<file path="config.mk">
export PLATFORM = sky130hd
export DESIGN_NAME = pixel_sink_flat
export DESIGN_NICKNAME = d
export VERILOG_FILES = /design/src/rtl/mv_pkg.sv /design/src/rtl/pixel_sink_if.sv /design/src/rtl/pixel_fifo.sv /design/src/rtl/pixel_sink.sv /design/src/flat_wrapper.sv
export SDC_FILE = /design/constraint.sdc
export NUM_CORES = 1
export LEC_CHECK = 0
export CELL_PAD_IN_SITES_DETAIL_PLACEMENT = 1
export CELL_PAD_IN_SITES_GLOBAL_PLACEMENT = 2
export CORE_AREA = 2 2 179 181
export DETAILED_ROUTE_END_ITERATION = 8
export DIE_AREA = 0 0 181 183
export PLACE_DENSITY = 0.64
export SKIP_CTS_REPAIR_TIMING = 1
export SLEW_MARGIN = 20
export SYNTH_ARGS = -nofsm -noshare
export SYNTH_HDL_FRONTEND = slang
export SYNTH_HIERARCHICAL = 1
export SYNTH_SLANG_ARGS = --single-unit
</file>
<file path="constraint.sdc">
create_clock -name clock -period 3.2 [get_ports clock]
set_clock_uncertainty 0.1 [all_clocks]
set_input_delay 0.32 -clock clock [delete_from_list [all_inputs] [get_ports clock]]
set_output_delay 0.32 -clock clock [all_outputs]
set_load 0.1 [all_outputs]
</file>
<file path="src/rtl/mv_pkg.sv">
// rtl/mv_pkg.sv - shared screen geometry, colour width and pixel-sink state encoding
package mv_pkg;

    localparam int SCREEN_W  = 320;
    localparam int SCREEN_H  = 240;
    localparam int COLOR_W   = 3;
    localparam int FB_ADDR_W = 17;
    localparam int COORD_X_W = 9;
    localparam int COORD_Y_W = 8;

    typedef enum logic {
        ST_PIXEL = 1'b0,
        ST_CLEAR = 1'b1
    } sink_state_t;

    // Row-major linear index computed at 32 bits so no partial product is truncated.
    function automatic logic [31:0] pixel_index(input logic [COORD_X_W-1:0] x,
                                                input logic [COORD_Y_W-1:0] y,
                                                input logic [31:0] width);
        return 32'(y) * width + 32'(x);
    endfunction

endpackage

</file>
<file path="src/rtl/pixel_sink_if.sv">
// rtl/pixel_sink_if.sv - pixel-plot request stream and frame-buffer write port
interface pixel_sink_if #(
    parameter int ADDR_W = mv_pkg::FB_ADDR_W
) ();
    import mv_pkg::*;

    logic                 plot;
    logic [COORD_X_W-1:0] X;
    logic [COORD_Y_W-1:0] Y;
    logic [COLOR_W-1:0]   color;
    logic                 mem_wren;
    logic [ADDR_W-1:0]    mem_addr;
    logic [COLOR_W-1:0]   mem_data;
    logic                 mem_ready;

    modport sink (
        input  plot, X, Y, color, mem_ready,
        output mem_wren, mem_addr, mem_data
    );

    modport master (
        output plot, X, Y, color, mem_ready,
        input  mem_wren, mem_addr, mem_data
    );

endinterface

</file>
<file path="src/rtl/pixel_fifo.sv">
// rtl/pixel_fifo.sv - synchronous power-of-two FIFO with flush; caller gates push on full and pop on empty
module pixel_fifo #(
    parameter  int DEPTH  = 8,
    parameter  int DATA_W = 20,
    localparam int PTR_W  = $clog2(DEPTH),
    localparam int CNT_W  = PTR_W + 1
) (
    input  logic              clk,
    input  logic              resetn,
    input  logic              flush,
    input  logic              push,
    input  logic              pop,
    input  logic [DATA_W-1:0] push_data,
    output logic [DATA_W-1:0] head,
    output logic [CNT_W-1:0]  count
);

    logic [DATA_W-1:0] store [DEPTH];
    logic [PTR_W-1:0]  rd_ptr;
    logic [PTR_W-1:0]  wr_ptr;

    // A push coinciding with flush lands in slot 0 of the emptied FIFO.
    always_ff @(posedge clk) begin
        if (!resetn) begin
            rd_ptr <= '0;
            wr_ptr <= '0;
            count  <= '0;
        end else if (flush) begin
            rd_ptr <= '0;
            wr_ptr <= push ? PTR_W'(1) : '0;
            count  <= push ? CNT_W'(1) : '0;
        end else begin
            if (push) wr_ptr <= wr_ptr + PTR_W'(1);
            if (pop)  rd_ptr <= rd_ptr + PTR_W'(1);
            count <= count + CNT_W'(push) - CNT_W'(pop);
        end
    end

    always_ff @(posedge clk) begin
        if (push) store[flush ? '0 : wr_ptr] <= push_data;
    end

    assign head = store[rd_ptr];

endmodule

</file>
<file path="src/rtl/pixel_sink.sv">
// rtl/pixel_sink.sv - buffers plot requests into frame-buffer writes and sweeps a background clear
module pixel_sink
    import mv_pkg::*;
#(
    parameter int                 WIDTH    = SCREEN_W,
    parameter int                 HEIGHT   = SCREEN_H,
    parameter int                 DEPTH    = 8,
    parameter int                 ADDR_W   = FB_ADDR_W,
    parameter logic [COLOR_W-1:0] BG_COLOR = 3'b000
) (
    input  logic              clock,
    input  logic              resetn,
    pixel_sink_if.sink        pix,
    input  logic              clear,
    output logic              busy,
    output logic              clear_done,
    output logic              overflow,
    output logic              clipped
);

    localparam int                ENTRY_W   = ADDR_W + COLOR_W;
    localparam int                CNT_W     = $clog2(DEPTH) + 1;
    localparam logic [ADDR_W-1:0] LAST_ADDR = ADDR_W'(WIDTH * HEIGHT - 1);

    sink_state_t        state_q, state_d;
    logic [ADDR_W-1:0]  cnt_q, cnt_d;
    logic               flush;
    logic               sweep_last;

    logic               on_screen;
    logic [ADDR_W-1:0]  push_addr;
    logic               fifo_full;
    logic               fifo_push;
    logic               fifo_pop;
    logic               drop_full;
    logic [ENTRY_W-1:0] fifo_head;
    logic [CNT_W-1:0]   fifo_count;

    assign on_screen = (32'(pix.X) < 32'(WIDTH)) && (32'(pix.Y) < 32'(HEIGHT));
    assign push_addr = ADDR_W'(pixel_index(pix.X, pix.Y, 32'(WIDTH)));
    assign fifo_full = (fifo_count == CNT_W'(DEPTH));

    // Fullness is judged on the registered count, but a clear empties the FIFO first.
    assign fifo_push = pix.plot && on_screen && (clear || !fifo_full);
    assign drop_full = pix.plot && on_screen && !clear && fifo_full;
    assign fifo_pop  = (state_q == ST_PIXEL) && !clear && (fifo_count != '0) && pix.mem_ready;

    pixel_fifo #(
        .DEPTH  (DEPTH),
        .DATA_W (ENTRY_W)
    ) u_fifo (
        .clk       (clock),
        .resetn    (resetn),
        .flush     (flush),
        .push      (fifo_push),
        .pop       (fifo_pop),
        .push_data ({push_addr, pix.color}),
        .head      (fifo_head),
        .count     (fifo_count)
    );

    always_ff @(posedge clock) begin
        if (!resetn) begin
            state_q    <= ST_PIXEL;
            cnt_q      <= '0;
            clear_done <= 1'b0;
            overflow   <= 1'b0;
            clipped    <= 1'b0;
        end else begin
            state_q    <= state_d;
            cnt_q      <= cnt_d;
            clear_done <= sweep_last;
            overflow   <= overflow | drop_full;
            clipped    <= clipped | (pix.plot && !on_screen);
        end
    end

    always_comb begin
        state_d    = state_q;
        cnt_d      = cnt_q;
        flush      = 1'b0;
        sweep_last = 1'b0;
        case (state_q)
            ST_PIXEL: begin
                if (clear) begin
                    flush   = 1'b1;
                    cnt_d   = '0;
                    state_d = ST_CLEAR;
                end
            end
            ST_CLEAR: begin
                if (clear) begin
                    flush = 1'b1;
                    cnt_d = '0;
                end else if (pix.mem_ready) begin
                    if (cnt_q == LAST_ADDR) begin
                        sweep_last = 1'b1;
                        cnt_d      = '0;
                        state_d    = ST_PIXEL;
                    end else begin
                        cnt_d = cnt_q + ADDR_W'(1);
                    end
                end
            end
            default: state_d = ST_PIXEL;
        endcase
    end

    // Write port depends only on registered state, counter and FIFO storage.
    always_comb begin
        pix.mem_wren = 1'b0;
        pix.mem_addr = '0;
        pix.mem_data = '0;
        if (state_q == ST_CLEAR) begin
            pix.mem_wren = 1'b1;
            pix.mem_addr = cnt_q;
            pix.mem_data = BG_COLOR;
        end else if (fifo_count != '0) begin
            pix.mem_wren = 1'b1;
            {pix.mem_addr, pix.mem_data} = fifo_head;
        end
    end

    assign busy = (state_q == ST_CLEAR) || (fifo_count != '0);

endmodule
</file>
<file path="src/flat_wrapper.sv">
// flat-port wrapper written by rule: the top's interface ports become plain ports
module pixel_sink_flat import mv_pkg::*;
#(
    parameter int                 WIDTH    = SCREEN_W,
    parameter int                 HEIGHT   = SCREEN_H,
    parameter int                 DEPTH    = 8,
    parameter int                 ADDR_W   = FB_ADDR_W,
    parameter logic [COLOR_W-1:0] BG_COLOR = 3'b000
)
  (clock, resetn, clear, busy, clear_done, overflow, clipped, pix_plot, pix_X, pix_Y, pix_color, pix_mem_ready, pix_mem_wren, pix_mem_addr, pix_mem_data);
  pixel_sink_if #(.ADDR_W(ADDR_W)) pix_i ();
  input  logic clock;
  input  logic resetn;
  input  logic clear;
  output logic busy;
  output logic clear_done;
  output logic overflow;
  output logic clipped;
  input wire logic [$bits(pix_i.plot)-1:0] pix_plot;
  input wire logic [$bits(pix_i.X)-1:0] pix_X;
  input wire logic [$bits(pix_i.Y)-1:0] pix_Y;
  input wire logic [$bits(pix_i.color)-1:0] pix_color;
  input wire logic [$bits(pix_i.mem_ready)-1:0] pix_mem_ready;
  output wire logic [$bits(pix_i.mem_wren)-1:0] pix_mem_wren;
  output wire logic [$bits(pix_i.mem_addr)-1:0] pix_mem_addr;
  output wire logic [$bits(pix_i.mem_data)-1:0] pix_mem_data;
  assign pix_i.plot = pix_plot;
  assign pix_i.X = pix_X;
  assign pix_i.Y = pix_Y;
  assign pix_i.color = pix_color;
  assign pix_i.mem_ready = pix_mem_ready;
  assign pix_mem_wren = pix_i.mem_wren;
  assign pix_mem_addr = pix_i.mem_addr;
  assign pix_mem_data = pix_i.mem_data;
  pixel_sink #(.WIDTH(WIDTH), .HEIGHT(HEIGHT), .DEPTH(DEPTH), .ADDR_W(ADDR_W), .BG_COLOR(BG_COLOR)) u_core (.clock(clock), .resetn(resetn), .pix(pix_i), .clear(clear), .busy(busy), .clear_done(clear_done), .overflow(overflow), .clipped(clipped));
endmodule
</file>
# After elaboration in Yosys (flattened, before gate mapping)
# Memory sizes are Yosys's and may differ from the RTL's. A register that Yosys moved wholly into a read port is not among the register bits.
# Index checks and enable logic that the tools add are counted.
# word_totals
register_bits,31
mem_bits_rw,160
in_bits,25
output_inout_bits,25
mem_count,1
# mem_list
memory,depth,word_bits,rd,rd_ports_with_merged_regs,write_ports,line_no,text
u_core.u_fifo.store,8,20,1,1,1,pixel_fifo.sv:18,logic [DATA_W-1:0] store [DEPTH];
# classes
n_addsub,6
mul,1
magnitude_cmp,2
eq_ne,4
muxes,27
bitwise,5
n_reduce_logical,19
# op_table
op,count
$mux W17,6
$pmux W17 S2,1
$mux W3,7
$add A17 B1 Y17 const B,1
$add A17 B9 Y17,1
$eq A17 B17 Y1 const B,1
$mul A8 B3 Y11 const B,1
$mux W1,11
$logic_and A1 B1 Y1,9
$lt A9 B9 Y1 const B,1
$lt A8 B8 Y1 const B,1
$add A3 B1 Y3 const B,2
$add A4 B1 Y4,1
$eq A4 B4 Y1 const B,1
$mux W4,1
$reduce_bool A4 Y1,1
$reduce_or A4 Y1,1
$sub A4 B1 Y4,1
$logic_not A1 Y1,3
$ne A3 B3 Y1 const B,1
$not A1 Y1,3
$logic_or A1 B1 Y1,2
$ne A2 B2 Y1 const B,1
$or A1 B1 Y1,2
4 further kinds,4

# Longest topological paths before layout
# Gate-level depths: netlist of the first run.
# logic_depth
ltp_word,7
mapped_depth,10
mapped_depth_nobuf,9

# Modules after synthesis
# The synthesis of the first run kept the hierarchy.
# modules_own_cells
module,n_inst,cells_per_inst,area_each_um2,seq_area_each_um2
pixel_fifo,1,301,6790.3,5064.9
pixel_sink,1,233,1874.3,420.4

# Worst setup path after synthesis of the first run
# No wires, ideal clock.
# synth_timing
kind,input to register
startpoint,in pix_X[7]
endpoint,"mem u_core.u_fifo.store[4][0], enable pin"
setup_ps,422
arrival_ps,2610
required_ps,2678
slack_ps,67
path_stages,6
path_cell_list,o21ai_0 > nand3_1 > nor2b_1 > clkbuf_1 > nand3b_1 > nor3_1
# synth_via
elab_chain_len,6
# synth_rtl
element,line_no,text
start: declaration,flat_wrapper.sv:20,input wire logic [$bits(pix_i.X)-1:0] pix_X;
$lt A9 B9 Y1,pixel_sink.sv:39,assign on_screen = (32'(pix.X) < 32'(WIDTH)) && (32'(pix.Y) < 32'(HEIGHT));
$logic_and A1 B1 Y1,pixel_sink.sv:39,
$logic_and A1 B1 Y1 (2 in series),pixel_sink.sv:44,assign fifo_push = pix.plot && on_screen && (clear || !fifo_full);
named net u_core.fifo_push,pixel_sink.sv:33,logic fifo_push;
$mux W1 (2 in series),pixel_fifo.sv:40,if (push) store[flush ? '0 : wr_ptr] <= push_data;
end: declaration,pixel_fifo.sv:18,
# The timed path passes the listed nets, and every way through them passes these cells.

==> flow_summary_export.csv, run 1 <==
group,metric,value,unit
floorplan,initial_core_util,27.7,%
floorplan,ios,50,
synthesis,yosys.area.top_type,"edfxtp_1",
detailed_routing,first_pass_iters,4,
cells_and_area,fin_area,10700,µm²
cells_and_area,syn_to_final_growth,23.2,%
detailed_routing,via_count,4864,
timing,setup_ws,0.175,ns
power,p_leak,3.54,nW
timing,worst_hold_slack,0.392,ns
timing,tightest_slew,0.999,ns
synthesis,yosysUniqueCellTypes,59,
power,swShare,26.0,%
job,drv_cap,0,
synthesis,synth.net_count,584,
synthesis,synth_edf_count,160,
detailed_routing,routed_wl,19800,µm
global_routing,grt-ovfl-total,0,
timing,finalHoldViolations,0,
synthesis,syn_inst,534,
synthesis,syn_avg_cell_area,16.2,µm²
worst_hold_path,hold_depth,2,
global_routing,grt_max_degree,41,
clocking,clock-sinks,194,
power,switching_power,0.00148,W
place,post_dp_cell_area,10100,µm²
timing,fmax,0.331,GHz
place,numPortBuffers,49,
global_routing,grt_pass1_wl,30500,µm
worst_setup_path,critPathMaxStageDelay,0.60,ns
timing,min_period_over_period,94.5,%
detailed_routing,wire_per_inst,19.2,µm
global_routing,antenna_found_initial,0,
synthesis,async_reset_ff_share,0,%
timing,fin_crit,3.02,ns
worst_setup_path,rr_startpoint,"u_core/cnt_q[0]",
clocking,clk_latency,0.42,ns
cells_and_area,num-nets-final,666,
worst_setup_path,crit_path_end_kind,"output pin",
synthesis,synth_most_common_cell,"edfxtp_1",
timing,rsz0062_at_grt,"false",
worst_setup_path,worstSetupPathType,"flip-flop to output pin",
worst_setup_path,cp-start-kind,"flip-flop",
synthesis,synth-seq-cells,194,
synthesis,synth_flop_cell,"edfxtp_1",
worst_setup_path,r2r_slack,0.55,ns
power,power.total,0.00570,W
run_status,status,"finished, final reports clean",
worst_setup_path,cp_max_fo,13,
clocking,root_buffer,"clkbuf_16",
detailed_routing,ant_nets,0,
worst_hold_path,hold_path_class,"flip-flop to flip-flop",
global_routing,grt_pass1_vias,5224,
floorplan,die_y,183,µm
synthesis,syn_area,8660,µm²
timing,slew_violations,0,
detailed_routing,drt_iter0_markers,253,
clocking,htree_levels,4,
power,seqPwrFrac,49.9,%
worst_setup_path,r2r-end,"u_core/cnt_q[8]",
cells_and_area,final_core_util,34.2,%
floorplan,rows,65,
clocking,clk_pin_slew,0.07,ns
floorplan,core,31200,µm²
place,dpl.hpwl,13000,µm
floorplan,die_x,181,µm
synthesis,synthTopCellsByArea,"edfxtp_1 (55%), mux4_1 (12%), dfxtp_1 (7.9%), ha_1 (3.2%), mux2_2 (2.6%)",
power,vdd_drop_max,0.326,mV
clocking,cts_made_buffers,17,
power,power_frac_clock,34.7,%
global_routing,grt_util_all_layers,12.2,%
synthesis,synth_warnings,6,
worst_hold_path,hold_end,"u_core/overflow",
worst_setup_path,cpMaxStageDelayCell,"dfxtp_2",
floorplan,die-area,33100,µm²
clocking,clockBufferDepth,2,
worst_setup_path,worst_ep_arrival_time,2.60,ns
power,p_comb_share,15.4,%
synthesis,synthTopCellsByCount,"edfxtp_1 (160), nor2_1 (42), mux4_1 (40), dfxtp_1 (34)",
synthesis,ys_seq_area_share,63.3,%
clocking,cts_tree,"done",
power,p_int,0.00422,W
timing,maxSlewHeadroom,33.2,%
detailed_routing,drc_errors,0,
place,place_congestion,0.748,
cells_and_area,diodes,0,
worst_setup_path,crit_required,2.78,ns
worst_setup_path,path_cells,"buf_4, mux4_1, mux2_2, a22o_1, buf_12",
synthesis,netlist.area_leader.share,55.5,%
timing,finalSetupViolations,0,
worst_hold_path,worst_hold_startpoint,"u_core/overflow",
place,post-place-ws,-0.358,ns
power,power.density,534,nW/µm²
detailed_routing,via_per_inst,4.73,
worst_setup_path,reg2reg_depth,6,
cells_and_area,drive_gt1_share,20.1,%
[cell families (layout without fill, tap and decap cells)]
group / after synthesis / after routing / synth area share, %
and+or+nand+nor: 130 / 130 / 7.88
muxes: 64 / 64 / 15.2
DFF: 194 / 194 / 63.3
adders and majority gates: 25 / 25 / 3.87
xor gates and xnor gates: 24 / 24 / 2.43
AOI/OAI and AO/OA: 60 / 60 / 5.11
buffers and inverters: 37 / 130 / 2.21
[cells in the final DEF (no fill, tap or decap), drive strengths merged, types with 4 or more instances in the layout]
master / instances
o21ai: 8
a31oi: 4
mux4: 40
mux2i: 4
clkinv: 5
nand3: 10
a21o: 5
dfxtp: 34
nand2: 22
xnor2: 15
a22o: 17
nand4: 7
inv: 18
nand2b: 7
and2: 5
mux2: 20
nor2: 42
nor4: 7
nor2b: 5
clkbuf: 18
xor2: 9
buf: 58
a21oi: 9
nor3: 6
clkdlybuf4s50: 27
edfxtp: 160
ha: 22
[worst max-delay path, delay by kind of cell (launching register included)]
family | cells | cell delay, ns
DFF | 1 | 0.60
AOI/OAI and AO/OA | 1 | 0.24
buffers and inverters | 2 | 0.47
muxes | 2 | 0.87
[flip-flops by register name, indices dropped and copies added, names as in the netlist, named ones only]
| register | flops |
|---|---|
| u_core/clear_done | 1 |
| u_core/clipped | 1 |
| u_core/cnt_q | 17 |
| u_core/overflow | 1 |
| u_core/state_q | 1 |
| u_core/u_fifo/count | 4 |
| u_core/u_fifo/rd_ptr | 3 |
| u_core/u_fifo/store | 160 |
| u_core/u_fifo/wr_ptr | 3 |
[metal layers]
metal  vias to the layer above  track usage (%)  share of wire [%]
li1                       2295                -                  -
met1                      2465             16.0                 46
met2                        90             21.1                 50
met3                        14             1.77                2.9
met4                         0             3.54                1.1
met5                         -                0                  0
[power groups by stage]
stage          sequential, W  clock (W)  combinational, W
2_1_floorplan        0.00290          0          0.000526
3_3_place_gp         0.00290          0          0.000859
3_5_place_dp         0.00290          0          0.000880
4_1_cts              0.00285    0.00203          0.000884
5_1_grt              0.00285    0.00213          0.000940
6_report             0.00285    0.00198          0.000877
[through the flow]
stage               std cells  TNS (ns)
finish                   1029         0
global route             1029         0
detailed placement        999    -11.10
floorplan                 534         0
CTS                      1029         0
global placement          999     -7.64
[worst max-delay path by stage]
stage	slack (ns)	depth (start not counted)	start	to
global placement	-0.29	9	pix_Y[1]	u_core/u_fifo/store[4][17]
detailed placement	-0.36	8	pix_Y[1]	u_core/u_fifo/store[5][17]
CTS	0.08	8	pix_Y[1]	u_core/u_fifo/store[0][17]
finish	0.18	5	flip-flop	pix_mem_addr[11]
global route	0.07	8	pix_Y[1]	u_core/u_fifo/store[1][17]
floorplan	0.07	6	pix_X[7]	u_core/u_fifo/store[4][0]
[layout make-up]
cell class / instances / area [µm²]
flip-flops and latches: 194 / 5490
repair buffers: 85 / 1070
multi-input cells: 303 / 3020
clock buffers: 18 / 429
fillers: 3192 / 20600
inverters: 15 / 56.3
well taps: 402 / 503
clock inverters: 12 / 109
Power figures use the tool's default switching activity.
==> inputs of run 2 (changes only) <==
--- a/config.mk
+++ b/config.mk
@@ -10,7 +10,7 @@
 export CORE_AREA = 2 2 179 181
 export DETAILED_ROUTE_END_ITERATION = 8
 export DIE_AREA = 0 0 181 183
-export PLACE_DENSITY = 0.64
+export PLACE_DENSITY_LB_ADDON = 0.25
 export SKIP_CTS_REPAIR_TIMING = 1
 export SLEW_MARGIN = 20
 export SYNTH_ARGS = -nofsm -noshare
==> run 2 against run 1 <==
Net effect: clock power grew 11%; die area unchanged; flip-flop and latch count stayed put; largest power group unchanged; non-clock buffer count rose by 1; worst setup slack better by 0.075 ns.
==> flow_summary_export.csv, run 2 (synthesis results as in run 1) <==
group,metric,value,unit
timing,fin_crit,2.95,ns
detailed_routing,first_pass_iters,4,
detailed_routing,met1Wirelength,8690,µm
job,drv_cap,0,
detailed_routing,dr.max_layer_used,"met4",
power,vdd_drop_max,0.304,mV
power,p_leak,3.59,nW
global_routing,grt_max_degree,41,
detailed_routing,drt_iter0_markers,326,
cells_and_area,final_core_util,34.4,%
worst_setup_path,cp_max_fo,8,
floorplan,initial_core_util,27.7,%
worst_setup_path,crit_path_end_kind,"flip-flop",
clocking,clk_pin_slew,0.08,ns
detailed_routing,via_per_inst,4.76,
place,dpl.hpwl,13000,µm
clocking,htree_levels,4,
floorplan,die-area,33100,µm²
clocking,cts_tree,"done",
worst_setup_path,critPathLaunch,"pix_Y[1]",
floorplan,core,31200,µm²
worst_setup_path,r2r_slack,0.49,ns
floorplan,rows,65,
timing,maxSlewHeadroom,35.6,%
worst_setup_path,cp-start-kind,"primary input",
global_routing,grt_util_all_layers,12.5,%
cells_and_area,drive_gt1_share,20.8,%
floorplan,die_y,183,µm
detailed_routing,wire_per_inst,19.2,µm
worst_setup_path,rr_startpoint,"u_core/cnt_q[0]",
timing,tightest_slew,0.963,ns
cells_and_area,diodes,0,
clocking,clk_latency,0.43,ns
detailed_routing,drc_errors,0,
cells_and_area,syn_to_final_growth,24.2,%
timing,worst_hold_slack,0.380,ns
cells_and_area,largestRegisters,"u_core/u_fifo/store (160), u_core/cnt_q (17), u_core/u_fifo/count (4)",
global_routing,grt-ovfl-total,0,
place,place_congestion,0.727,
worst_setup_path,worstSetupPathType,"primary input to flip-flop",
power,power.density,551,nW/µm²
floorplan,ios,50,
timing,finalHoldViolations,0,
place,post_dp_cell_area,10100,µm²
worst_setup_path,crit_required,3.26,ns
cells_and_area,num-nets-final,667,
global_routing,grt_pass1_vias,5356,
clocking,root_buffer,"clkbuf_16",
cells_and_area,fin_area,10800,µm²
place,numPortBuffers,49,
floorplan,die_x,181,µm
cells_and_area,fillCellCount,3187,
worst_setup_path,r2r-end,"u_core/cnt_q[11]",
cells_and_area,largest_register_ffs,160,
timing,rsz0062_at_grt,"false",
clocking,clock-sinks,194,
cells_and_area,mostFrequentLayoutCell,"edfxtp_1",
detailed_routing,ant_nets,0,
clocking,cts_made_buffers,17,
timing,min_period_over_period,92.2,%
worst_hold_path,hold_path_class,"flip-flop to flip-flop",
global_routing,antenna_found_initial,1,
timing,setup_tns,0,ns
cells_and_area,max_flop_register,"u_core/u_fifo/store",
global_routing,grt_pass1_wl,31200,µm
timing,slew_violations,0,
detailed_routing,routed_wl,19800,µm
cells_and_area,final_cell_mix,"edfxtp_1 (160), mux4_1 (40), nor2_1 (36), dfxtp_1 (33), buf_4 (31)",
clocking,clockBufferDepth,2,
worst_setup_path,crit_end,"u_core/u_fifo/store[5][18]",
timing,fmax,0.339,GHz
worst_setup_path,reg2reg_depth,6,
run_status,status,"finished, final reports clean",
detailed_routing,wl_met2,10300,µm
timing,finalSetupViolations,0,
worst_setup_path,worst_ep_arrival_time,3.01,ns
detailed_routing,via_count,4912,
detailed_routing,wl_met3,541,µm
run 2: per-stage QoR:
stage,total power (W),worst slack (ns),instances
after floorplan,0.00343,0.0674,534
after global placement,0.00378,-0.0558,1000
after detailed placement,0.00379,-0.217,1000
after CTS,0.00601,0.248,1032
after global routing,0.00616,0.00851,1032
final,0.00593,0.250,1032
run 2: where the power goes:
part,internal (W),total [W],switching [W]
logic,0.000325,0.000884,0.000558
clock network,0.00109,0.00220,0.00111
registers,0.00283,0.00284,0.0000135
total,0.00425,0.00593,0.00168
run 2: critical path, stage by stage:
cell and delay (ns):
clkdlybuf4s50_1 0.42, ha_1 0.31, ha_1 0.23, fa_1 0.40, xor2_1 0.24, o21ai_0 0.13
nor4_1 0.21, buf_4 0.17, nand4_1 0.11, xnor2_1 0.48
run 2: final cells by class:
| class | instances | area, µm² | area share [%] |
|---|---|---|---|
| repair buffers | 86 | 1060 | 9.89 |
| clock buffers | 17 | 425 | 3.95 |
| clock inverters | 15 | 215 | 2.00 |
| inverters | 15 | 56.3 | 0.523 |
| well taps | 402 | 503 | 4.68 |
| flip-flops and latches | 194 | 5490 | 51.0 |
| multi-input cells | 303 | 3010 | 28.0 |
run 2: worst min path at each step:
stage,start,end,slack (ns),depth (start not counted)
4_1_cts,u_core/overflow,u_core/overflow,0.39,2
6_report,u_core/overflow,u_core/overflow,0.38,2
2_1_floorplan,pix_color[0],u_core/u_fifo/store[0][0],0.32,0
3_5_place_dp,u_core/overflow,u_core/overflow,0.37,2
3_3_place_gp,u_core/overflow,u_core/overflow,0.36,2
5_1_grt,u_core/overflow,u_core/overflow,0.43,2
run 2: layer usage:
metal  global-route usage, %  vias to the layer above
met3                    2.12                       19
met5                       0                        -
met4                    4.13                        0
li1                        -                     2294
met1                    15.2                     2524
met2                    22.4                       75
